## src/rtl/fetch_pkg.sv

```systemverilog
// Shared definitions for the fetch stage: FSM encoding, NOP/increment constants
// and the opcode field location used for HALT detection.
package fetch_pkg;

  localparam int unsigned ADDR_SZ_DEF      = 32;
  localparam int unsigned INST_SZ_DEF      = 32;
  localparam int unsigned OPCODE_SZ        = 6;
  localparam int unsigned DRAIN_CYCLES_DEF = 4;
  localparam int unsigned STALL_CNT_SZ_DEF = 16;
  localparam int unsigned PC_INCR          = 4;

  localparam logic [OPCODE_SZ-1:0] HALT_OPCODE_DEF = 6'b111111;
  localparam logic [31:0]          NOP_INSTR       = 32'h0000_0000;

  typedef enum logic [1:0] {
    ST_RUN    = 2'd0,
    ST_DRAIN  = 2'd1,
    ST_HALTED = 2'd2
  } fetch_state_e;

endpackage

```

## src/rtl/fetch_stage_ctrl_if.sv

```systemverilog
// Fetch-stage bus: hazard/branch controls and imem read in, IF/ID register out.
interface fetch_stage_ctrl_if #(
  parameter int unsigned ADDR_SZ = 32,
  parameter int unsigned INST_SZ = 32
);

  logic               i_stall_pc_HD;
  logic               i_stall_if_id_HD;
  logic               i_pc_src_D;
  logic [ADDR_SZ-1:0] i_target_D;
  logic [INST_SZ-1:0] i_imem_data;
  logic [ADDR_SZ-1:0] o_imem_addr;
  logic [ADDR_SZ-1:0] o_pc4_D;
  logic [INST_SZ-1:0] o_instr_D;
  logic               o_valid_D;

  modport master (
    input  i_stall_pc_HD, i_stall_if_id_HD, i_pc_src_D, i_target_D, i_imem_data,
    output o_imem_addr, o_pc4_D, o_instr_D, o_valid_D
  );

  modport slave (
    output i_stall_pc_HD, i_stall_if_id_HD, i_pc_src_D, i_target_D, i_imem_data,
    input  o_imem_addr, o_pc4_D, o_instr_D, o_valid_D
  );

endinterface

```

## src/rtl/fetch_stage_ctrl_pc_register.sv

```systemverilog
// Program counter: hold, load a branch target, or step to the next word.
module fetch_stage_ctrl_pc_register
  import fetch_pkg::*;
#(
  parameter int unsigned ADDR_SZ = ADDR_SZ_DEF
) (
  input  logic               i_clk,
  input  logic               i_reset,
  input  logic               i_hold,
  input  logic               i_load,
  input  logic [ADDR_SZ-1:0] i_target,
  output logic [ADDR_SZ-1:0] o_pc
);

  // Increment wraps naturally modulo 2^ADDR_SZ
  always_ff @(posedge i_clk) begin
    if (i_reset) begin
      o_pc <= '0;
    end else if (!i_hold) begin
      o_pc <= i_load ? i_target : o_pc + ADDR_SZ'(PC_INCR);
    end
  end

endmodule

```

## src/rtl/fetch_stage_ctrl.sv

```systemverilog
// Fetch stage: PC, IF/ID register, HALT drain FSM and hazard stall counter.
module fetch_stage_ctrl
  import fetch_pkg::*;
#(
  parameter int unsigned           ADDR_SZ      = ADDR_SZ_DEF,
  parameter int unsigned           INST_SZ      = INST_SZ_DEF,
  parameter logic [OPCODE_SZ-1:0]  HALT_OPCODE  = HALT_OPCODE_DEF,
  parameter int unsigned           DRAIN_CYCLES = DRAIN_CYCLES_DEF,
  parameter int unsigned           STALL_CNT_SZ = STALL_CNT_SZ_DEF
) (
  input  logic                    i_clk,
  input  logic                    i_reset,
  input  logic                    i_enable,
  fetch_stage_ctrl_if.master      bus,
  output logic                    o_halted,
  output logic [STALL_CNT_SZ-1:0] o_stall_count
);

  localparam int unsigned DRAIN_W = $clog2(DRAIN_CYCLES + 1);

  fetch_state_e       state, state_nx;
  logic [DRAIN_W-1:0] drain_cnt, drain_cnt_nx;
  logic [ADDR_SZ-1:0] pc4_nx;
  logic [INST_SZ-1:0] instr_nx;
  logic               valid_nx;
  logic               halted_nx;
  logic [STALL_CNT_SZ-1:0] stall_cnt_nx;

  logic [ADDR_SZ-1:0] pc_plus4;
  logic               halt_fetch;
  logic               enter_drain;
  logic               pc_hold;

  assign pc_plus4   = bus.o_imem_addr + ADDR_SZ'(PC_INCR);
  assign halt_fetch = (bus.i_imem_data[INST_SZ-1 -: OPCODE_SZ] == HALT_OPCODE);

  // HALT accepted into IF/ID: the PC parks on the HALT address from this edge on
  assign enter_drain = i_enable && (state == ST_RUN) && !bus.i_stall_if_id_HD
                    && !bus.i_pc_src_D && halt_fetch;
  assign pc_hold = !i_enable || (state != ST_RUN) || bus.i_stall_pc_HD || enter_drain;

  fetch_stage_ctrl_pc_register #(
    .ADDR_SZ (ADDR_SZ)
  ) u_pc_register (
    .i_clk    (i_clk),
    .i_reset  (i_reset),
    .i_hold   (pc_hold),
    .i_load   (bus.i_pc_src_D),
    .i_target (bus.i_target_D),
    .o_pc     (bus.o_imem_addr)
  );

  // Next-state, IF/ID and counter update
  always_comb begin
    state_nx     = state;
    drain_cnt_nx = drain_cnt;
    pc4_nx       = bus.o_pc4_D;
    instr_nx     = bus.o_instr_D;
    valid_nx     = bus.o_valid_D;
    halted_nx    = o_halted;
    stall_cnt_nx = o_stall_count;

    if (i_enable) begin
      if (bus.i_stall_pc_HD && (state != ST_HALTED) && (o_stall_count != '1)) begin
        stall_cnt_nx = o_stall_count + STALL_CNT_SZ'(1);
      end

      if (!bus.i_stall_if_id_HD) begin
        case (state)
          ST_RUN: begin
            if (bus.i_pc_src_D) begin
              pc4_nx   = '0;
              instr_nx = INST_SZ'(NOP_INSTR);
              valid_nx = 1'b0;
            end else begin
              pc4_nx   = pc_plus4;
              instr_nx = bus.i_imem_data;
              valid_nx = 1'b1;
              if (halt_fetch) begin
                state_nx     = ST_DRAIN;
                drain_cnt_nx = '0;
              end
            end
          end
          ST_DRAIN: begin
            instr_nx     = INST_SZ'(NOP_INSTR);
            valid_nx     = 1'b0;
            drain_cnt_nx = drain_cnt + DRAIN_W'(1);
            if (drain_cnt_nx == DRAIN_W'(DRAIN_CYCLES)) begin
              state_nx  = ST_HALTED;
              halted_nx = 1'b1;
            end
          end
          ST_HALTED: begin
            instr_nx = INST_SZ'(NOP_INSTR);
            valid_nx = 1'b0;
          end
          default: begin
            state_nx = ST_RUN;
          end
        endcase
      end
    end
  end

  always_ff @(posedge i_clk) begin
    if (i_reset) begin
      state         <= ST_RUN;
      drain_cnt     <= '0;
      bus.o_pc4_D   <= '0;
      bus.o_instr_D <= '0;
      bus.o_valid_D <= 1'b0;
      o_halted      <= 1'b0;
      o_stall_count <= '0;
    end else begin
      state         <= state_nx;
      drain_cnt     <= drain_cnt_nx;
      bus.o_pc4_D   <= pc4_nx;
      bus.o_instr_D <= instr_nx;
      bus.o_valid_D <= valid_nx;
      o_halted      <= halted_nx;
      o_stall_count <= stall_cnt_nx;
    end
  end

endmodule

```

## src/flat_wrapper.sv

```systemverilog
// flat-port wrapper written by rule: the top's interface ports become plain ports
module fetch_stage_ctrl_flat import fetch_pkg::*;
#(
  parameter int unsigned           ADDR_SZ      = ADDR_SZ_DEF,
  parameter int unsigned           INST_SZ      = INST_SZ_DEF,
  parameter logic [OPCODE_SZ-1:0]  HALT_OPCODE  = HALT_OPCODE_DEF,
  parameter int unsigned           DRAIN_CYCLES = DRAIN_CYCLES_DEF,
  parameter int unsigned           STALL_CNT_SZ = STALL_CNT_SZ_DEF
)
  (i_clk, i_reset, i_enable, o_halted, o_stall_count, bus_i_stall_pc_HD, bus_i_stall_if_id_HD, bus_i_pc_src_D, bus_i_target_D, bus_i_imem_data, bus_o_imem_addr, bus_o_pc4_D, bus_o_instr_D, bus_o_valid_D);
  fetch_stage_ctrl_if #(.ADDR_SZ(ADDR_SZ), .INST_SZ(INST_SZ)) bus_i ();
  input  logic i_clk;
  input  logic i_reset;
  input  logic i_enable;
  output logic o_halted;
  output logic [STALL_CNT_SZ-1:0] o_stall_count;
  input wire logic [$bits(bus_i.i_stall_pc_HD)-1:0] bus_i_stall_pc_HD;
  input wire logic [$bits(bus_i.i_stall_if_id_HD)-1:0] bus_i_stall_if_id_HD;
  input wire logic [$bits(bus_i.i_pc_src_D)-1:0] bus_i_pc_src_D;
  input wire logic [$bits(bus_i.i_target_D)-1:0] bus_i_target_D;
  input wire logic [$bits(bus_i.i_imem_data)-1:0] bus_i_imem_data;
  output wire logic [$bits(bus_i.o_imem_addr)-1:0] bus_o_imem_addr;
  output wire logic [$bits(bus_i.o_pc4_D)-1:0] bus_o_pc4_D;
  output wire logic [$bits(bus_i.o_instr_D)-1:0] bus_o_instr_D;
  output wire logic [$bits(bus_i.o_valid_D)-1:0] bus_o_valid_D;
  assign bus_i.i_stall_pc_HD = bus_i_stall_pc_HD;
  assign bus_i.i_stall_if_id_HD = bus_i_stall_if_id_HD;
  assign bus_i.i_pc_src_D = bus_i_pc_src_D;
  assign bus_i.i_target_D = bus_i_target_D;
  assign bus_i.i_imem_data = bus_i_imem_data;
  assign bus_o_imem_addr = bus_i.o_imem_addr;
  assign bus_o_pc4_D = bus_i.o_pc4_D;
  assign bus_o_instr_D = bus_i.o_instr_D;
  assign bus_o_valid_D = bus_i.o_valid_D;
  fetch_stage_ctrl #(.ADDR_SZ(ADDR_SZ), .INST_SZ(INST_SZ), .HALT_OPCODE(HALT_OPCODE), .DRAIN_CYCLES(DRAIN_CYCLES), .STALL_CNT_SZ(STALL_CNT_SZ)) u_core (.i_clk(i_clk), .i_reset(i_reset), .i_enable(i_enable), .bus(bus_i), .o_halted(o_halted), .o_stall_count(o_stall_count));
endmodule
```

## config.mk

```make
export PLATFORM = sky130hd
export DESIGN_NAME = fetch_stage_ctrl_flat
export DESIGN_NICKNAME = d
export VERILOG_FILES = /design/src/rtl/fetch_pkg.sv /design/src/rtl/fetch_stage_ctrl_if.sv /design/src/rtl/fetch_stage_ctrl_pc_register.sv /design/src/rtl/fetch_stage_ctrl.sv /design/src/flat_wrapper.sv
export SDC_FILE = /design/constraint.sdc
export NUM_CORES = 1
export LEC_CHECK = 0
export CAP_MARGIN = 20
export CORE_UTILIZATION = 30
export DETAILED_ROUTE_END_ITERATION = 8
export PLACE_DENSITY_LB_ADDON = 0.15
export RECOVER_POWER = 25
export SKIP_LAST_GASP = 1
export SLEW_MARGIN = 40
export SYNTH_ARGS = -nofsm -noshare
export SYNTH_HDL_FRONTEND = slang
export SYNTH_SLANG_ARGS = --single-unit
export TNS_END_PERCENT = 10
```

## constraint.sdc

```tcl
create_clock -name i_clk -period 7.15 [get_ports i_clk]
set_input_delay 1.43 -clock i_clk [delete_from_list [all_inputs] [get_ports i_clk]]
set_output_delay 1.43 -clock i_clk [all_outputs]
set_load 0.005 [all_outputs]
```

==> impl_metrics.tcl, run 1 <==
set metrics [dict create \
    status "finished clean" \
    rsz0062_at_grt "false" \
    dp_hpwl_um 12800 \
    worstSkewPairLatency_ns 0.42 \
    grt_pass1_vias 5458 \
    portBuffers 183 \
    slew_violations 0 \
    fp.dieArea_mm2 0.0198 \
    rrSetupSlack_ns 4.52 \
    final_cell_count_no_fill 1120 \
    areaGrowthSynthToFinish_pct 44.8 \
    p_leak_nw 2.96 \
    placed_cells 1088 \
    synthArstFlopShare 0 \
    ys_ff_latch 119 \
    num_vias 5811 \
    ys_warn_count 0 \
    ys.flop_type "dfxtp_1" \
    numCtsBuffers 17 \
    fin_area_mm2 0.00837 \
    postRouteAntennaNets 0 \
    synthTopCellsByArea "dfxtp_1, nor2_1, a22oi_1, nand2_1, o21ai_0" \
    syn_area_mm2 0.00578 \
    postCtsSetupRepairBufs 0 \
    cp.arrival_ns 3.76 \
    nets 952 \
    viasPerCell 5.19 \
    worst-path-buf-inv 1 \
    skew_ns 0.00725 \
    path_delay_family "simple AND/OR/NAND/NOR gates" \
    whs_ns 0.455 \
    yosysMostFrequentCell "dfxtp_1" \
    post_dp_cell_area_mm2 0.00777 \
    power.total_mw 1.72 \
    ys_seq_area_frac 0.412 \
    report.final.setup_viol 0 \
    crit_path_start_kind "input pin" \
    synth_edf_count 0 \
    synth.net_count 798 \
    htree_num_levels 4 \
    critical_path_class "in -> reg" \
    hold_buffers 0 \
    critPathSlowestCell "nor2_1" \
    die_h_um 141 \
    setup_slack_ns 3.73 \
    tightestPinTransition_ns 0.885 \
    ys_types 50 \
    dr.pass1.iters 5 \
    fp-row-count 50 \
    cts.clk_slew.worst_paths_ns 0.06 \
    slew_headroom 0.404 \
    hp-class "reg -> reg" \
    drtIter0Drc 293 \
    nFillCells 1888 \
    start_util 0.308 \
    fmax_mhz 292 \
    drcViolationCount 0 \
    synth_top_area_cell "dfxtp_1" \
    ios 184 \
    max_stage_delay_ns 0.56 \
    utilization 0.446 \
    grt_overflow_total 0 \
    setup_tns_ns 0 \
    ctsResizeCount 0 \
    path_cells "dlygate4sd3_1 -> nor2b_1 -> nand2_2 -> nor2_1 -> o21ai_0 -> a21oi_1" \
    antenna_found_initial 0 \
    antenna_cells 0 \
    grt_pass1_wl_um 29700 \
    max-vdd-ir-drop_mv 0.165 \
    critPathCaptureType "flip-flop" \
    hold_viol 0 \
    ctsLongestPathBuffers 2 \
    cts_tree "built" \
    avgSynthCellArea_um2 8.04 \
    grt_usage 0.190 \
    layout-drive-gt1-share 0.0564 \
    coreArea_mm2 0.0188 \
    root_buffer "clkbuf_16" \
    preCtsSetupSlack_ns 3.08 \
    maxCapViolCount 0 \
    routabilityCongestion 0.800 \
    critical_path_required_ns 7.49 \
    yosys-top-cells-count "dfxtp_1, nor2_1, nand2_1, clkbuf_1, o21ai_0" \
    grt_max_degree 95 \
    wire_per_inst_um 16.6 \
    drt_wl_total_um 18600 \
    synth_top_cell_area_share 0.412 \
    numClockSinks 119 \
    finalCritPeriodShare 0.479 \
    worst-path-max-fanout 24 \
    die_w_um 141 \
    p_per_area_mw_per_mm2 205 \
    min_period_ns 3.42 \
    syn_inst 719 \
]
-- path summary, 6_finish.rpt --
kind                                 from                             to  cells past startpoint
max                              i_enable         u_core.bus.o_pc4_D[24]                      6
min                 u_core.bus.o_pc4_D[9]          u_core.bus.o_pc4_D[9]                      2
max reg2reg  u_core.u_pc_register.o_pc[2]  u_core.u_pc_register.o_pc[28]                      6
min reg2reg         u_core.bus.o_pc4_D[9]          u_core.bus.o_pc4_D[9]                      2
-- power by group --
| part | total [mW] | leakage [nW] | internal [mW] | switching, mW |
|---|---|---|---|---|
| clock network | 0.861 | 0.277 | 0.520 | 0.342 |
| logic | 0.158 | 1.72 | 0.0832 | 0.0745 |
| registers | 0.699 | 0.964 | 0.678 | 0.0203 |
-- per-layer routing --
layer	vias to the layer above	GRT usage	share of wire	wire length, µm
met4	0	0.0606	0.012	230
li1	2926	-	-	-
met3	20	0.0601	0.075	1390
met5	-	0	0	0
met2	184	0.299	0.45	8400
met1	2681	0.248	0.46	8620
-- worst register-to-register path, delay by kind of cell (launching register included) --
kind                     cells  cell delay, ns
AND/OR/NAND/NOR              4            1.53
flip-flops                   1            0.48
AO/OA/AOI/OAI                1            0.16
adder cells (fa/ha/maj)      1            0.38
-- cell usage in the layout, fill, tap and decap left out, types with 4 or more instances in the layout --
cell type        Yosys  routed
and4_1              11      11
a31oi_1             11      11
clkinvlp_4           0       4
clkbuf_16            0      17
a21oi_1             38      38
ha_1                 9       9
xnor2_1             21      21
inv_1               11      11
o31a_1               7       7
and2_1               5       5
a22oi_1             46      46
xor2_1              12      12
o31ai_1              6       5
nor4_1              11      11
inv_6                0       5
clkdlybuf4s50_1      0     141
o41ai_1              4       4
clkinv_4             0       4
nand4_1             23      23
and3_1              10      10
or3_1                7       7
nor3_1              18      17
nand3b_1            10      10
nor2_1              96      95
o211ai_1             7       7
nand3_1             24      24
mux2i_1              6       6
dlygate4sd3_1        0      40
buf_4                0       7
o21ai_0             47      48
nand2_1             67      66
a21o_1               4       4
dfxtp_1            119     119
-- flip-flops by register name, indices dropped and copies added (netlist names) --
signal / count
u_core.u_pc_register.o_pc: 32
u_core.state: 2
u_core.drain_cnt: 3
u_core.bus.o_instr_D: 32
u_core.o_stall_count: 16
u_core.bus.o_pc4_D: 32
u_core.o_halted: 1
u_core.bus.o_valid_D: 1
-- kinds of logic after synthesis --
family | after synthesis | synth area share
AOI/OAI and AO/OA | 187 | 0.208
xor gates and xnor gates | 33 | 0.0500
adders and majority gates | 9 | 0.0195
buffers and inverters | 67 | 0.0442
DFF | 119 | 0.412
muxes | 6 | 0.0104
and+or+nand+nor | 298 | 0.256
-- cell type report --
type	instances	area [µm²]	area share
clock buffers	17	425	0.0508
well taps	234	293	0.0350
repair buffers	191	1890	0.226
flip-flops and latches	119	2380	0.285
inverters	11	41.3	0.00493
multi-input cells	533	3170	0.378
clock inverters	15	169	0.0202
No activity file was read; power rests on OpenSTA's default activity.
==> run 2: changes to the inputs <==
Clock period 7.15 ns to 3.5 ns, I/O delays scaled along.
==> impl_metrics.tcl, run 2 (synthesis gave the netlist of run 1 again) <==
set metrics [dict create \
    critPathCaptureType "flip-flop" \
    coreArea_mm2 0.0188 \
    hp-class "reg -> reg" \
    hold_viol 0 \
    preCtsSetupSlack_ns 0.701 \
    crit_path_start_kind "input pin" \
    antenna_found_initial 0 \
    cp.arrival_ns 2.96 \
    cts_tree "built" \
    root_buffer "clkbuf_16" \
    final_common_cell "clkdlybuf4s50_1" \
    dp_hpwl_um 12900 \
    viasPerCell 5.20 \
    setup_slack_ns 0.826 \
    die_w_um 141 \
    critical_path_required_ns 3.79 \
    max-vdd-ir-drop_mv 0.332 \
    start_util 0.308 \
    worstSkewPairLatency_ns 0.42 \
    min_period_ns 2.67 \
    areaGrowthSynthToFinish_pct 45.9 \
    setup_tns_ns 0 \
    grt_usage 0.191 \
    htree_num_levels 4 \
    drcViolationCount 0 \
    portBuffers 183 \
    layout-drive-gt1-share 0.0584 \
    nets 958 \
    grt_pass1_wl_um 29700 \
    violations "capacitance limit, slew limit" \
    cts.clk_slew.worst_paths_ns 0.05 \
    critical_path_class "in -> reg" \
    drtIter0Drc 404 \
    fp.dieArea_mm2 0.0198 \
    drt_wl_total_um 18500 \
    status "finished, violations left" \
    p_per_area_mw_per_mm2 428 \
    slew_headroom -0.127 \
    worst-path-max-fanout 81 \
    grt_max_degree 82 \
    ios 184 \
    grt_overflow_total 0 \
    fmax_mhz 374 \
    ctsResizeCount 0 \
    fp-row-count 50 \
    ctsLongestPathBuffers 2 \
    hold_buffers 0 \
    num_vias 5853 \
    rsz0062_at_grt "false" \
    grt_pass1_vias 5463 \
    numClockSinks 119 \
    wire_per_inst_um 16.4 \
    final_cell_mix "clkdlybuf4s50_1, dfxtp_1, nor2_1" \
    finalCritPeriodShare 0.764 \
    skew_ns 0.00887 \
    antenna_cells 0 \
    p_leak_nw 3.01 \
    maxCapViolCount 1 \
    die_h_um 141 \
    postRouteAntennaNets 0 \
    dr.pass1.iters 5 \
    slew_violations 82 \
    tightestPinTransition_ns 1.69 \
    postCtsSetupRepairBufs 0 \
    report.final.setup_viol 0 \
    routabilityCongestion 0.804 \
    top_regs "u_core.bus.o_instr_D (32), u_core.bus.o_pc4_D (32), u_core.u_pc_register.o_pc (32)" \
    numCtsBuffers 17 \
]
## run 2: cell count changes in the layout (fill, tap and decap cells not counted), moves of 2 or more
cell | previous run | this run
buf_6 | 2 | 0
clkinv_2 | 0 | 2
buf_4 | 7 | 13
clkinv_4 | 4 | 0
inv_6 | 5 | 0
clkinvlp_4 | 4 | 2
clkbuf_2 | 0 | 2
bufinv_16 | 2 | 4
clkbuf_1 | 0 | 3
clkbuf_8 | 0 | 3
## run 2: worst paths after layout
path                                startpoint                       endpoint  slack (ns)  cells after the start
setup / recovery                       i_reset         u_core.bus.o_pc4_D[26]        0.83                      4
hold / removal          u_core.bus.o_pc4_D[20]         u_core.bus.o_pc4_D[20]        0.45                      2
setup reg to reg  u_core.u_pc_register.o_pc[2]  u_core.u_pc_register.o_pc[20]        0.94                      6
hold reg to reg         u_core.bus.o_pc4_D[20]         u_core.bus.o_pc4_D[20]        0.45                      2
## run 2: through the flow
stage | std cells | total power [mW] | util | hold WS, ns | instance area, µm²
after floorplan | 719 | 1.59 | - | 0.449 | 5780
after global placement | 1094 | 1.79 | 0.416 | 0.438 | 7810
after detailed placement | 1094 | 1.79 | 0.416 | 0.447 | 7810
after CTS | 1125 | 3.66 | 0.449 | 0.460 | 8430
after global routing | 1125 | 3.75 | 0.449 | 0.475 | 8430
final | 1125 | 3.61 | 0.449 | 0.446 | 8430
## run 2: metal layers
metal | wire length, µm | track usage
met5 | 0 | 0
met4 | 263 | 0.0681
met3 | 1520 | 0.0598
met2 | 8100 | 0.287
met1 | 8610 | 0.255
## run 2: final cells by class
class | instances | area [µm²]
well taps | 234 | 293
inverters | 11 | 41.3
flip-flops and latches | 119 | 2380
clock inverters | 8 | 145
clock buffers | 23 | 478
multi-input cells | 533 | 3170
repair buffers | 197 | 1920
fillers | 1911 | 10300
## run 2: worst max-delay path, cell delays in order
cell and delay (ns):
clkbuf_2 1.18, clkbuf_2 0.76, nand3b_1 0.19, o211ai_1 0.09
## run 2: power breakdown
part | leakage, nW | internal [mW] | total (mW) | switching [mW]
logic | 1.75 | 0.173 | 0.325 | 0.152
registers | 0.964 | 1.39 | 1.43 | 0.0414
clock network | 0.299 | 1.24 | 1.86 | 0.616
total | 3.01 | 2.80 | 3.61 | 0.810
==> run 3: changes to the inputs <==
Clock period 3.5 ns to 2.22 ns, I/O delays scaled along.
==> impl_metrics.tcl, run 3 (synthesis gave the netlist of run 1 again) <==
set metrics [dict create \
    worst-path-buf-inv 0 \
    critical_path_class "reg -> reg" \
    rsz0062_at_grt "false" \
    maxCapViolCount 0 \
    wire_per_inst_um 16.0 \
    p_leak_nw 3.31 \
    cp.depth 5 \
    postRouteAntennaNets 0 \
    grt_usage 0.195 \
    top_regs "u_core.bus.o_instr_D (32), u_core.bus.o_pc4_D (32), u_core.u_pc_register.o_pc (32)" \
    fp.dieArea_mm2 0.0198 \
    postCtsSetupRepairBufs 0 \
    tightestPinTransition_ns 0.474 \
    grt_pass1_wl_um 30300 \
    grt_max_degree 87 \
    dp_hpwl_um 13700 \
    cp.arrival_ns 2.45 \
    areaGrowthSynthToFinish_pct 52.9 \
    dr.pass1.iters 5 \
    grt_pass1_vias 5759 \
    fin_area_mm2 0.00884 \
    antenna_found_initial 0 \
    grt_overflow_total 0 \
    coreArea_mm2 0.0188 \
    utilization 0.471 \
    post_dp_cell_area_mm2 0.00825 \
    slew_violations 0 \
    crit_path_start_kind "flip-flop" \
    r2r_end "u_core.u_pc_register.o_pc[28]" \
    skew_ns 0.00779 \
    ctsResizeCount 0 \
    drt_wl_total_um 18900 \
    routabilityCongestion 0.781 \
    fp-row-count 50 \
    path_cells "nand4_4 -> or4_4 -> or3_1 -> or4_1 -> a31oi_1" \
    critPathLaunch "u_core.u_pc_register.o_pc[9]" \
    min_period_ns 2.11 \
    ios 184 \
    hp-class "in -> reg" \
    die_w_um 141 \
    max-vdd-ir-drop_mv 0.526 \
    layout-drive-gt1-share 0.109 \
    setup_tns_ns 0 \
    final_common_cell "clkdlybuf4s50_1" \
    numClockSinks 119 \
    start_util 0.308 \
    placed_cells 1146 \
    max_stage_delay_ns 0.55 \
    critPathCaptureType "flip-flop" \
    nets 1010 \
    worstReg2RegStart "u_core.u_pc_register.o_pc[9]" \
    rr_worst_depth 5 \
    critPathSlowestCell "or4_4" \
    antenna_cells 0 \
    p_per_area_mw_per_mm2 637 \
    final_cell_count_no_fill 1178 \
    hold_viol 0 \
    ctsLongestPathBuffers 2 \
    drcViolationCount 0 \
    final_cell_mix "clkdlybuf4s50_1, dfxtp_1, nor2_1" \
    cts_tree "built" \
    critical_path_required_ns 2.56 \
    slew_headroom 0.682 \
    worst-path-max-fanout 2 \
    num_vias 5997 \
    numCtsBuffers 17 \
    fmax_mhz 474 \
    viasPerCell 5.09 \
    rrSetupSlack_ns 0.11 \
    nFillCells 1848 \
    die_h_um 141 \
    status "finished clean" \
    worstSkewPairLatency_ns 0.42 \
    finalCritPeriodShare 0.950 \
    hold_buffers 0 \
    drtIter0Drc 369 \
    cts.clk_slew.worst_paths_ns 0.06 \
    htree_num_levels 4 \
    root_buffer "clkbuf_16" \
    portBuffers 183 \
    path_delay_family "simple AND/OR/NAND/NOR gates" \
    whs_ns 0.386 \
    endpoint "u_core.u_pc_register.o_pc[28]" \
    report.final.setup_viol 0 \
]
[run 3: cell types whose count changed in the layout (fill, tap and decap cells not counted), sizes merged, moves of 4 or more]
cell,before,now
clkinv,2,7
inv,11,15
dlygate4sd3,41,52
clkdlybuf4s50,140,129
buf,14,64
clkbuf,25,21
[run 3: per-layer routing]
metal  global-route usage  wire (µm)  vias up
met3               0.0618       1390       15
met1                0.249       8530     2756
met5                    0          0        -
met4               0.0509        216        0
li1                     -          -     3039
met2                0.317       8720      187
[run 3: area by class of cell]
type	count	area (µm²)	area share
Timing Repair Buffer	249	2350	0.266
Clock inverter	15	175	0.0198
Inverter	11	41.3	0.00467
Multi-Input combinational cell	533	3160	0.358
Tap cell	234	293	0.0331
Clock buffer	17	425	0.0481
Sequential cell	119	2380	0.270
[run 3: worst min-delay path by stage]
stage                           start  cells past startpoint                      to  slack, ns
4_1_cts                       i_reset                      2   u_core.bus.o_pc4_D[7]       0.37
3_5_place_dp   u_core.bus.o_pc4_D[18]                      2  u_core.bus.o_pc4_D[18]       0.44
6_report                      i_reset                      2   u_core.bus.o_pc4_D[7]       0.39
2_1_floorplan  u_core.bus.o_pc4_D[10]                      2  u_core.bus.o_pc4_D[10]       0.45
3_3_place_gp    u_core.bus.o_pc4_D[9]                      2   u_core.bus.o_pc4_D[9]       0.44
5_1_grt                       i_reset                      2   u_core.bus.o_pc4_D[7]       0.39
[run 3: power by group]
part,switching [mW],leakage [nW],internal (mW)
registers,0.0407,0.964,2.19
clock network,1.05,0.298,1.77
logic,0.272,2.05,0.311
total,1.36,3.31,4.27
[run 3: metrics by stage]
| stage | worst slack, ns | power (mW) |
|---|---|---|
| global route | 0.0366 | 5.85 |
| CTS | 0.0898 | 5.71 |
| global placement | 0.0213 | 2.87 |
| detailed placement | -0.0336 | 2.87 |
| finish | 0.110 | 5.63 |
| floorplan | 0.000798 | 2.51 |
